$ cat config.mk
export PLATFORM = sky130hd
export DESIGN_NAME = alu_exec_ctrl
export DESIGN_NICKNAME = d
export VERILOG_FILES = /design/src/rtl/alu_pkg.sv /design/src/rtl/alu.sv /design/src/rtl/alu_exec_ctrl.sv
export SDC_FILE = /design/constraint.sdc
export NUM_CORES = 1
export LEC_CHECK = 0
export CAP_MARGIN = 20
export CORE_ASPECT_RATIO = 0.9
export CORE_UTILIZATION = 63
export DETAILED_ROUTE_END_ITERATION = 16
export GPL_ROUTABILITY_DRIVEN = 0
export PLACE_DENSITY_LB_ADDON = 0.1
export SYNTH_ARGS = -nofsm -noshare
export SYNTH_HDL_FRONTEND = slang
export SYNTH_HIERARCHICAL = 1
export SYNTH_SLANG_ARGS = --single-unit
$ cat constraint.sdc
create_clock -name clk -period 5.2 [get_ports clk]
set_clock_uncertainty 0.15 [all_clocks]
set_input_delay 0.78 -clock clk [delete_from_list [all_inputs] [get_ports clk]]
set_output_delay 0.78 -clock clk [all_outputs]
set_load 0.01 [all_outputs]
$ cat src/rtl/alu_pkg.sv
// Shared types for the ALU execution controller: opcodes, FSM states, flag bit positions.
package alu_pkg;

  typedef enum logic [2:0] {
    OP_ADD  = 3'd0,
    OP_SUB  = 3'd1,
    OP_AND  = 3'd2,
    OP_OR   = 3'd3,
    OP_XOR  = 3'd4,
    OP_INC  = 3'd5,
    OP_MOVA = 3'd6,
    OP_MOVB = 3'd7
  } alu_op_e;

  typedef enum logic [1:0] {
    ST_IDLE = 2'd0,
    ST_EXEC = 2'd1,
    ST_WB   = 2'd2
  } state_e;

  localparam int FLAG_OVF  = 2;
  localparam int FLAG_NEG  = 1;
  localparam int FLAG_ZERO = 0;

endpackage

$ cat src/rtl/alu.sv
// Combinational ALU: result plus {overflow, negative, zero}. Overflow is only
// meaningful for ADD/SUB and reads 0 for everything else, INC included.
module alu
  import alu_pkg::*;
#(
  parameter int BW = 16
) (
  input  alu_op_e        op,
  input  logic [BW-1:0]  a,
  input  logic [BW-1:0]  b,
  output logic [BW-1:0]  y,
  output logic [2:0]     flags
);

  logic ovf;

  // operation select and signed-overflow detection
  always_comb begin
    y   = '0;
    ovf = 1'b0;
    case (op)
      OP_ADD: begin
        y   = a + b;
        ovf = (a[BW-1] == b[BW-1]) && (y[BW-1] != a[BW-1]);
      end
      OP_SUB: begin
        y   = a - b;
        ovf = (a[BW-1] != b[BW-1]) && (y[BW-1] != a[BW-1]);
      end
      OP_AND:  y = a & b;
      OP_OR:   y = a | b;
      OP_XOR:  y = a ^ b;
      OP_INC:  y = a + {{(BW-1){1'b0}}, 1'b1};
      OP_MOVA: y = a;
      OP_MOVB: y = b;
      default: y = '0;
    endcase
  end

  // pack flags into their shared bit positions
  always_comb begin
    flags            = 3'b000;
    flags[FLAG_OVF]  = ovf;
    flags[FLAG_NEG]  = y[BW-1];
    flags[FLAG_ZERO] = (y == '0);
  end

endmodule

$ cat src/rtl/alu_exec_ctrl.sv
// ALU execution controller: 8-entry register file, 3-cycle accept/execute/writeback FSM.
//
//   state   | meaning
//   --------+-----------------------------------------------------------
//   ST_IDLE | ready for a new instruction (instr_ready high)
//   ST_EXEC | operands latched, ALU result captured into res_* at exit
//   ST_WB   | res_valid high, r[rd] written at exit
module alu_exec_ctrl
  import alu_pkg::*;
#(
  parameter int BW = 16
) (
  input  logic                 clk,
  input  logic                 rst_n,
  input  logic                 instr_valid,
  output logic                 instr_ready,
  input  logic [2:0]           instr_opcode,
  input  logic [2:0]           instr_rd,
  input  logic [2:0]           instr_ra,
  input  logic [2:0]           instr_rb,
  input  logic                 ld_en,
  input  logic [2:0]           ld_addr,
  input  logic [BW-1:0]        ld_data,
  output logic                 res_valid,
  output logic signed [BW-1:0] res_data,
  output logic [2:0]           res_flags,
  output logic                 busy
);

  state_e        state;
  alu_op_e       opcode_q;
  logic [2:0]    rd_q;
  logic [BW-1:0] op_a;
  logic [BW-1:0] op_b;
  logic [BW-1:0] regs [8];
  logic [BW-1:0] alu_y;
  logic [2:0]    alu_flags;
  logic          accept;

  assign instr_ready = (state == ST_IDLE);
  assign accept      = instr_valid && instr_ready;
  assign res_valid   = (state == ST_WB);
  assign busy        = (state != ST_IDLE);

  alu #(.BW(BW)) u_alu (
    .op    (opcode_q),
    .a     (op_a),
    .b     (op_b),
    .y     (alu_y),
    .flags (alu_flags)
  );

  // state sequencing: IDLE -> EXEC on accept, then EXEC -> WB -> IDLE
  always_ff @(posedge clk or negedge rst_n) begin
    if (!rst_n) begin
      state <= ST_IDLE;
    end else begin
      case (state)
        ST_IDLE: if (accept) state <= ST_EXEC;
        ST_EXEC: state <= ST_WB;
        ST_WB:   state <= ST_IDLE;
        default: state <= ST_IDLE;
      endcase
    end
  end

  // instruction capture; operands read from pre-edge register contents
  always_ff @(posedge clk or negedge rst_n) begin
    if (!rst_n) begin
      opcode_q <= OP_ADD;
      rd_q     <= 3'd0;
      op_a     <= '0;
      op_b     <= '0;
    end else if (accept) begin
      opcode_q <= alu_op_e'(instr_opcode);
      rd_q     <= instr_rd;
      op_a     <= regs[instr_ra];
      op_b     <= regs[instr_rb];
    end
  end

  // result/flags capture, only on the EXEC -> WB edge
  always_ff @(posedge clk or negedge rst_n) begin
    if (!rst_n) begin
      res_data  <= '0;
      res_flags <= 3'b000;
    end else if (state == ST_EXEC) begin
      res_data  <= alu_y;
      res_flags <= alu_flags;
    end
  end

  // register file: direct loads any time, writeback placed last so it wins a collision
  always_ff @(posedge clk or negedge rst_n) begin
    if (!rst_n) begin
      for (int i = 0; i < 8; i++) regs[i] <= '0;
    end else begin
      if (ld_en) regs[ld_addr] <= ld_data;
      if (state == ST_WB) regs[rd_q] <= res_data;
    end
  end

endmodule

* After elaboration in Yosys (flattened, before gate mapping)
Cells that the tools add are included.
** Storage, ports and cells
- Flip-flop bits (word level) :: 187
- Bits of input ports :: 35
- Output and inout port bits :: 22
- Logic and storage cells :: 72
** Cells by class
- Add/sub/neg operators :: 3
- Order comparisons :: 6
- Eq/ne operators :: 14
- Mux-type cells :: 18
- Bitwise operators :: 7
- Reduce and logical (&&, ||, !) cells :: 9
** Operators with widths (count)
- $bwmux W128 :: 2
- $mux W128 :: 2
- $pmux W16 S8 :: 1
- $bmux W16 S3 :: 2
- $demux W16 S3 :: 2
- $mux W16 :: 6
- $add A16 B1 Y16 const B :: 1
- $add A16 B16 Y16 :: 1
- $and A16 B16 Y16 :: 1
- $ge A4 B4 Y1 const B :: 4
- $logic_not A16 Y1 :: 1
- $not A3 Y4 :: 4
- $or A16 B16 Y16 :: 1
- $sub A16 B16 Y16 :: 1
- $xor A16 B16 Y16 :: 1
- $eq A3 B3 Y1 const B :: 4
- $lt A4 B1 Y1 const B :: 2
- $eq A3 B2 Y1 const B :: 2
- $logic_and A1 B1 Y1 :: 5
- $pmux W2 S2 :: 1
- $eq A3 B1 Y1 const B :: 1
- $logic_not A3 Y1 :: 1
- $ne A1 B1 Y1 :: 3
- $eq A2 B1 Y1 const B :: 1
- other kinds (7) :: 7

* Depth between registers and ports, before layout
Gate-level depths: netlist (run 1).
- Word-level depth :: 9
- Mapped depth :: 14
- Depth with buffers taken out :: 14

* Cells and area by module
The synthesis (run 1) kept the hierarchy.
** By module, submodules not included
- alu_exec_ctrl :: times used 1, cells each 819, area an instance 10948.0 um^2, sequential area each 4679.5 um^2
- alu :: times used 1, cells each 462, area an instance 3091.7 um^2, sequential area each 0.0 um^2

* Worst setup path after synthesis (run 1)
No wires, ideal clock.
- Path kind :: register to register
- Start point :: reg op_a[0]
- End point :: reg res_flags[0]
- Library setup time :: 65 ps
- Arrival :: 3476 ps
- Data required time :: 4985 ps
- Path slack :: 1509 ps
- Stages on the path, launching flop included :: 15
- Path buffers :: 0
- Clock period less this slack :: 3691 ps
- Cell sequence :: dfrtp_1 > inv_1 > ha_1 > inv_1 > fa_1 > nand2b_1 > a211oi_2 > o31ai_1 > nor4bb_1 > nor3_1 > nor4b_1 > or4b_1 > or4_1 > a2111oi_2 > mux2_2
** On the way
- Word-level cells in the longest chain between the ends :: 3
- Elaborated cells between the ends (all ways) :: 8
- Those cells by class :: add/sub: 3; mux: 1; bitwise: 3; reduce/logical: 1
** Ends and longest elaborated chain
- from (decl) :: RTL line alu_exec_ctrl.sv:33 : logic [BW-1:0] op_a;
- from (signal assigned) :: RTL line alu_exec_ctrl.sv:77 : op_a <= regs[instr_ra];
- $add A16 B1 Y16, or another cell as far along :: RTL line alu.sv:33 : OP_INC: y = a + {{(BW-1){1'b0}}, 1'b1};
- $pmux W16 S8 (*) :: RTL line alu.sv:21 : case (op)
- via alu_y[6] :: RTL line alu_exec_ctrl.sv:36 : logic [BW-1:0] alu_y;
- $logic_not A16 Y1 (*) :: RTL line alu.sv:45 : flags[FLAG_ZERO] = (y == '0);
- via alu_flags[0] :: RTL line alu_exec_ctrl.sv:37 : logic [2:0] alu_flags;
- to (signal assigned) :: RTL line alu_exec_ctrl.sv:89 : res_flags <= alu_flags;
- to (decl) :: RTL line alu_exec_ctrl.sv:26 : output logic [2:0] res_flags,
The timed path passes the listed nets; every way through them passes the cells marked *.
A chain may end at the register's enable or synchronous reset.

* Worst setup path after layout (run 1)
Ends and elaborated chain as after synthesis.

==> impl_metrics.env, run 1 <==
export IMPL_yosys_warnings=6
export IMPL_max_slew_margin_rel_pct=22.84
export IMPL_synth_area_um2=14040
export IMPL_via_per_inst=6.714
export IMPL_reg2reg_from="op_a[0]"
export IMPL_htree_levels=4
export IMPL_worstRegToRegCells=14
export IMPL_routed_wl_mm=39.12
export IMPL_dieWidth_um=159.4
export IMPL_synth_nets=1366
export IMPL_synth_edff_count=0
export IMPL_powerDensity_nw_per_um2=582.8
export IMPL_finalSetupViolCount=0
export IMPL_final_max_slew_viol_count=0
export IMPL_grt_overflow=0
export IMPL_path_clk_slew_ns=0.08
export IMPL_ys_async_sr_fraction_pct=100.0
export IMPL_setup_ws_ns=0.9006
export IMPL_drtPass1Iterations=5
export IMPL_cts_tree="done"
export IMPL_yosys_area_share_adder_pct=4.563
export IMPL_syn_inst=1281
export IMPL_cp_required_ns=5.44
export IMPL_fin_crit_ns=4.299
export IMPL_end_kind="flop"
export IMPL_first_global_vias=10355
export IMPL_grt_usage_pct=34.93
export IMPL_fill_cells=1646
export IMPL_wire_per_inst_um=24.62
export IMPL_cap_violations=0
export IMPL_power_leakage_nw=6.690
export IMPL_hold_path_class="in -> async"
export IMPL_synth_top_family_by_area="multiplexers"
export IMPL_seq_area_frac_synth_pct=33.33
export IMPL_rows=51
export IMPL_hold_violations=0
export IMPL_synth_xor_area_share_pct=1.560
export IMPL_start_util_pct=64.52
export IMPL_clkSinkCount=187
export IMPL_drtIter0Drc=961
export IMPL_min_period_over_period_pct=82.68
export IMPL_reg2reg_setup_slack_ns=0.90
export IMPL_via_count=10668
export IMPL_cts_root_buf="clkbuf_16"
export IMPL_use_met1_pct=48.24
export IMPL_drc=0
export IMPL_cts_setup_buffers=0
export IMPL_path_buf_inv=2
export IMPL_fin_tns_setup_ns=0
export IMPL_die_height_um=143.6
export IMPL_fmax_mhz=232.6
export IMPL_core_um2=21760
export IMPL_cts_resized=0
export IMPL_nNetsFinal=1370
export IMPL_diodes=0
export IMPL_cp_common_cell="inv_1"
export IMPL_critPathLaunchType="flop"
export IMPL_arrival_ns=4.54
export IMPL_worstPathMaxFanout=8
export IMPL_grt_max_degree=116
export IMPL_path_class="reg -> reg"
export IMPL_numPortBuffers=56
export IMPL_grt_util_met3_pct=4.906
export IMPL_grt_first_pass_wirelength_mm=60.69
export IMPL_clockBufferDepth=2
export IMPL_antenna_found_initial=0
export IMPL_cts_hold_buffers=0
export IMPL_synth_compound_area_share_pct=12.57
export IMPL_die_area_um2=22890
export IMPL_outcome="completed"
export IMPL_numCtsBuffers=17
export IMPL_path_delay_family="simple AND/OR/NAND/NOR gates"
export IMPL_yosys_area_share_simple_pct=8.154
export IMPL_max_stage_delay_ns=0.48
export IMPL_grt_util_met2_pct=55.91
export IMPL_grt_busiest_layer="met2"
export IMPL_clkLatencyLatePin_ns=0.45
export IMPL_ys_seq_elements=187
export IMPL_post_place_ws_ns=1.025
export IMPL_tightest_slew_ns=1.155
export IMPL_drive_gt1_share_pct=31.59
export IMPL_syn_area_per_cell_um2=10.96
export IMPL_rsz0062_at_grt="false"
export IMPL_yosys_cell_types_count=79
export IMPL_crit_chain="inv_1 -> ha_1 -> inv_1 -> fa_1 -> nand2b_1 -> a211oi_2 -> o31ai_1 -> nor4bb_1 -> nor3_1 -> nor4b_1 -> or4b_1 -> or4_1 -> a2111oi_2 -> mux2_2"
export IMPL_hpwl_mm=25.62
export IMPL_critPathSlowestCell="or4b_1"
export IMPL_design_portCount=57
export IMPL_synthMuxAreaShare_pct=34.75
export IMPL_syn2layout_area_growth_pct=8.457
export IMPL_r2r_end="res_flags[0]"
export IMPL_max_vdd_ir_drop_mv=0.2580
export IMPL_synthFlopType="dfrtp_1"
export IMPL_postRouteAntennaNets=0
==> layout by cell type (no fill, tap or decap), drive strengths merged, types with 5 or more instances in the layout <==
cell type	n
a21oi	34
a22oi	9
o221ai	6
nor2b	16
o21ai	36
clkdlybuf4s50	53
mux2	347
nand2b	10
dfrtp	187
buf	21
clkinv	6
a211o	5
a211oi	7
mux2i	70
nand3	15
a22o	38
o211ai	11
nand2	69
nand4	6
a21o	5
inv	57
xnor2	21
clkbuf	19
or3	5
ha	48
o31ai	38
a31oi	7
o22ai	38
nor3	17
nor2	34
==> cell families after synthesis <==
group | count (synthesis)
flip-flops | 187
multiplexers | 419
buffers and inverters | 140
XOR/XNOR | 25
AND/OR/NAND/NOR | 208
AO/OA/AOI/OAI | 252
adder cells (fa/ha/maj) | 50
==> report_power, final <==
part,switching [mW],internal (mW),total (mW)
sequential,0.891,2.14,3.03
combinational,2.09,2.36,4.45
clock,0.678,0.714,1.39
total,3.66,5.21,8.87
==> sequential cells by signal, summed over array words and instances, names as in the netlist <==
name	count
op_a	16
op_b	16
opcode_q	3
rd_q	3
regs	128
res_data	16
res_flags	3
state	2
==> worst max path at each step <==
| stage | start | depth (start not counted) | endpoint | slack, ns |
|---|---|---|---|---|
| 6_report | op_a[0] | 14 | res_flags[0] | 0.90 |
| 5_1_grt | op_a[0] | 14 | res_flags[0] | 0.79 |
| 4_1_cts | op_a[0] | 14 | res_flags[0] | 0.98 |
| 3_5_place_dp | op_a[0] | 14 | res_flags[0] | 1.02 |
| 3_3_place_gp | op_a[0] | 14 | res_flags[0] | 1.16 |
| 2_1_floorplan | op_a[0] | 14 | res_flags[0] | 1.51 |
==> through the flow <==
| stage | std cells | util, % | total power [mW] | cell area, um2 | hold slack [ns] |
|---|---|---|---|---|---|
| 2_1_floorplan | 1281 | - | 6.150 | 14040 | 0.3239 |
| 3_3_place_gp | 1556 | 66.99 | 7.183 | 14580 | 0.3419 |
| 3_5_place_dp | 1557 | 67.06 | 7.328 | 14590 | 0.3521 |
| 4_1_cts | 1589 | 69.98 | 8.763 | 15230 | 0.3414 |
| 5_1_grt | 1589 | 69.98 | 9.390 | 15230 | 0.3700 |
| 6_report | 1589 | 69.98 | 8.874 | 15230 | 0.2774 |
==> cells in the mapped netlist, drive strengths merged (2+ instances only) <==
master	number	share of area, %
o211ai	11	0.59
nor2b	16	0.71
nand4	6	0.31
or3	5	0.22
a21oi	34	1.2
buf	61	3.0
o21bai	2	0.11
o31ai	38	2.0
xor2	4	0.25
or2	4	0.18
a2111oi	3	0.23
nand4b	4	0.57
nor3b	4	0.25
inv	50	1.3
nand3	15	0.57
a21o	5	0.27
o21ai	36	1.3
a211o	5	0.31
nor3	17	0.61
o22ai	38	1.7
and4	2	0.12
and3	4	0.18
a211oi	7	0.41
mux2i	70	5.0
nor4	3	0.13
o221ai	6	0.37
mux2	347	29
and4bb	3	0.27
nand2b	10	0.45
a32oi	2	0.12
a22o	38	2.4
ha	48	4.3
clkbuf	29	0.78
dfrtp	187	33
a31oi	7	0.31
xnor2	21	1.3
fa	2	0.29
and2	2	0.089
nand2	69	1.8
o2111ai	2	0.12
nor4b	2	0.23
mux4	2	0.32
a22oi	9	0.48
or4	2	0.13
nor2	34	0.91
==> final cells by class <==
cell class              instances  area, um2  share of cell area (%)
clock inverters                14      196.4                   1.290
well taps                     291      364.1                   2.391
inverters                      50      187.7                   1.233
flip-flops and latches        187       4681                   30.74
repair buffers                 75      704.4                   4.626
multi-input cells             954       8655                   56.84
clock buffers                  18      439.2                   2.884
==> metal layers <==
layer  wire length (um)  share of wire, %
met1              17200                44
met2              17900                46
met3               2692               6.9
met4               1328               3.4
met5                  0                 0
Power figures use the tool's default switching activity.
==> run 2, diff against run 1 <==
--- a/config.mk
+++ b/config.mk
@@ -7,7 +7,7 @@
 export LEC_CHECK = 0
 export CAP_MARGIN = 20
 export CORE_ASPECT_RATIO = 0.9
-export CORE_UTILIZATION = 63
+export CORE_UTILIZATION = 57
 export DETAILED_ROUTE_END_ITERATION = 16
 export GPL_ROUTABILITY_DRIVEN = 0
 export PLACE_DENSITY_LB_ADDON = 0.1
==> constraint.sdc (replaced) <==
create_clock -name clk -period 3.9 [get_ports clk]
set_clock_uncertainty 0.15 [all_clocks]
set_input_delay 0.585 -clock clk [delete_from_list [all_inputs] [get_ports clk]]
set_output_delay 0.585 -clock clk [all_outputs]
set_load 0.01 [all_outputs]
==> run 2 against run 1 <==
Net effect: sequential cell count unchanged; clock power increased by 25%; register-to-register slack got worse by 0.72 ns; final cell count increased by 4.1%; via count increased by 1.6%; global-route usage decreased by 1.9 points; fmax increased by 16%; count of clock-buffer cells in the layout decreased by 1; sequential share of layout area decreased by 0.92 points; core utilization decreased by 5.1 points; first-iteration DRC count increased by 15%; critical path depth unchanged; highest routed layer unchanged.
==> impl_metrics.env, run 2 (synthesis gave the netlist of run 1 again) <==
export IMPL_critPathLaunchType="flop"
export IMPL_worstRegToRegCells=14
export IMPL_numPortBuffers=56
export IMPL_drive_gt1_share_pct=35.36
export IMPL_critPathSlowestCell="or4b_4"
export IMPL_drtIter0Drc=1105
export IMPL_clkSinkCount=187
export IMPL_rsz0062_at_grt="false"
export IMPL_reg2reg_from="op_a[0]"
export IMPL_hold_path_class="in -> async"
export IMPL_grt_max_degree=89
export IMPL_path_class="reg -> reg"
export IMPL_routed_wl_mm=40.83
export IMPL_power_leakage_nw=6.926
export IMPL_clockBufferDepth=2
export IMPL_first_global_vias=10502
export IMPL_grt_usage_pct=33.05
export IMPL_final_max_slew_viol_count=0
export IMPL_largest_reg_flops=128
export IMPL_crit_chain="inv_2 -> ha_1 -> inv_1 -> fa_2 -> nand2b_1 -> a22o_1 -> a221oi_2 -> a21oi_2 -> nor3_2 -> nor4b_4 -> or4b_4 -> or4_4 -> a2111oi_4 -> mux2_4"
export IMPL_fill_cells=1954
export IMPL_max_vdd_ir_drop_mv=0.3746
export IMPL_stdcell_area_um2=15700
export IMPL_path_buf_inv=2
export IMPL_wire_per_inst_um=24.68
export IMPL_tightest_slew_ns=1.074
export IMPL_cts_tree="done"
export IMPL_die_area_um2=25260
export IMPL_clkLatencyLatePin_ns=0.44
export IMPL_postRouteAntennaNets=0
export IMPL_end_kind="flop"
export IMPL_worstPathMaxFanout=3
export IMPL_diodes=0
export IMPL_cap_violations=0
export IMPL_hpwl_mm=27.59
export IMPL_fin_crit_ns=3.717
export IMPL_hold_violations=0
export IMPL_numCtsBuffers=17
export IMPL_htree_levels=4
export IMPL_drtPass1Iterations=6
export IMPL_arrival_ns=3.94
export IMPL_final_common_cell="mux2_2"
export IMPL_nNetsFinal=1419
export IMPL_rows=54
export IMPL_regMostFlops="regs"
export IMPL_finalSetupViolCount=0
export IMPL_reg2reg_setup_slack_ns=0.18
export IMPL_dieWidth_um=167.4
export IMPL_grt_first_pass_wirelength_mm=63.09
export IMPL_design_portCount=57
export IMPL_max_stage_delay_ns=0.49
export IMPL_layout_common_cells="mux2_2 (271), dfrtp_1 (185), mux2i_1 (70)"
export IMPL_outcome="completed"
export IMPL_via_per_inst=6.552
export IMPL_die_height_um=150.9
export IMPL_path_delay_family="simple AND/OR/NAND/NOR gates"
export IMPL_cts_setup_buffers=0
export IMPL_min_period_over_period_pct=95.30
export IMPL_antenna_found_initial=0
export IMPL_power_mw=12.21
export IMPL_drc=0
export IMPL_powerDensity_nw_per_um2=777.4
export IMPL_core_um2=24190
export IMPL_place_area_um2=15010
export IMPL_fin_tns_setup_ns=0
export IMPL_grt_overflow=0
export IMPL_cts_root_buf="clkbuf_16"
export IMPL_cp_required_ns=4.13
export IMPL_max_slew_margin_rel_pct=28.23
export IMPL_fmax_mhz=269.1
export IMPL_start_util_pct=58.04
export IMPL_path_clk_slew_ns=0.07
export IMPL_via_count=10837
export IMPL_syn2layout_area_growth_pct=11.84
export IMPL_path_depth=14
export IMPL_r2r_end="res_flags[0]"
run 2: cell count changes in the layout (fill, tap and decap cells not counted), sizes merged:
cell,change
bufinv,-1
clkinv,-1
clkbuf,-1
inv,+1
buf,+49
clkinvlp,+1
run 2: area by class of cell:
class                           instances  area [um2]  area share, %
Inverter                               50       187.7          1.195
Clock buffer                           17       425.4          2.709
Sequential cell                       187        4682          29.82
Multi-Input combinational cell        954        8755          55.75
Tap cell                              308       385.4          2.454
Clock inverter                         14       150.1         0.9562
Timing Repair Buffer                  124        1117          7.116
run 2: timing repair:
item / CTS / global route
setup endpoints to repair: 1 / 1
hold buffers: 0 / 0
resized for setup: 1 / 26
pin swaps: 0 / 6
run 2: worst reg2reg max path: cells and delay by family, from the launching register on:
family	cells	cell delay, ns
adders and majority gates	2	0.62
and+or+nand+nor	5	1.48
muxes	1	0.19
buffers and inverters	2	0.12
AOI/OAI and AO/OA	4	0.72
DFF	1	0.40
run 2: metrics by stage:
stage / instances / setup slack (ns) / hold slack, ns / util, %
after floorplan: 1281 / 0.2089 / 0.1394 / -
after global placement: 1621 / 0.03034 / 0.3415 / 61.98
after detailed placement: 1622 / -0.005751 / 0.3468 / 62.04
after CTS: 1653 / 0.008364 / 0.08533 / 64.44
after global routing: 1654 / 0.02222 / 0.1036 / 64.92
final: 1654 / 0.1833 / 0.03706 / 64.92
run 2: worst max-delay path by stage:
stage / start / end / slack, ns
after floorplan: op_a[0] / res_flags[0] / 0.21
after global placement: op_a[0] / res_flags[0] / 0.03
after detailed placement: op_a[0] / res_flags[0] / -0.006
after CTS: op_b[0] / res_flags[0] / 0.008
after global routing: op_a[0] / res_flags[0] / 0.02
final: op_a[0] / res_flags[0] / 0.18
run 2: power by group:
group,total [mW],switching (mW),leakage [nW],internal [mW]
clock,1.74,0.888,0.279,0.855
combinational,6.51,3.06,4.39,3.45
sequential,3.96,1.10,2.26,2.85
run 2: routing by layer:
layer,wire (um),track usage (%),vias to the layer above
met5,0,0,-
met4,854,8.578,0
met3,2186,3.658,75
met2,19100,54.06,391
met1,18690,46.82,5509
li1,-,-,4862
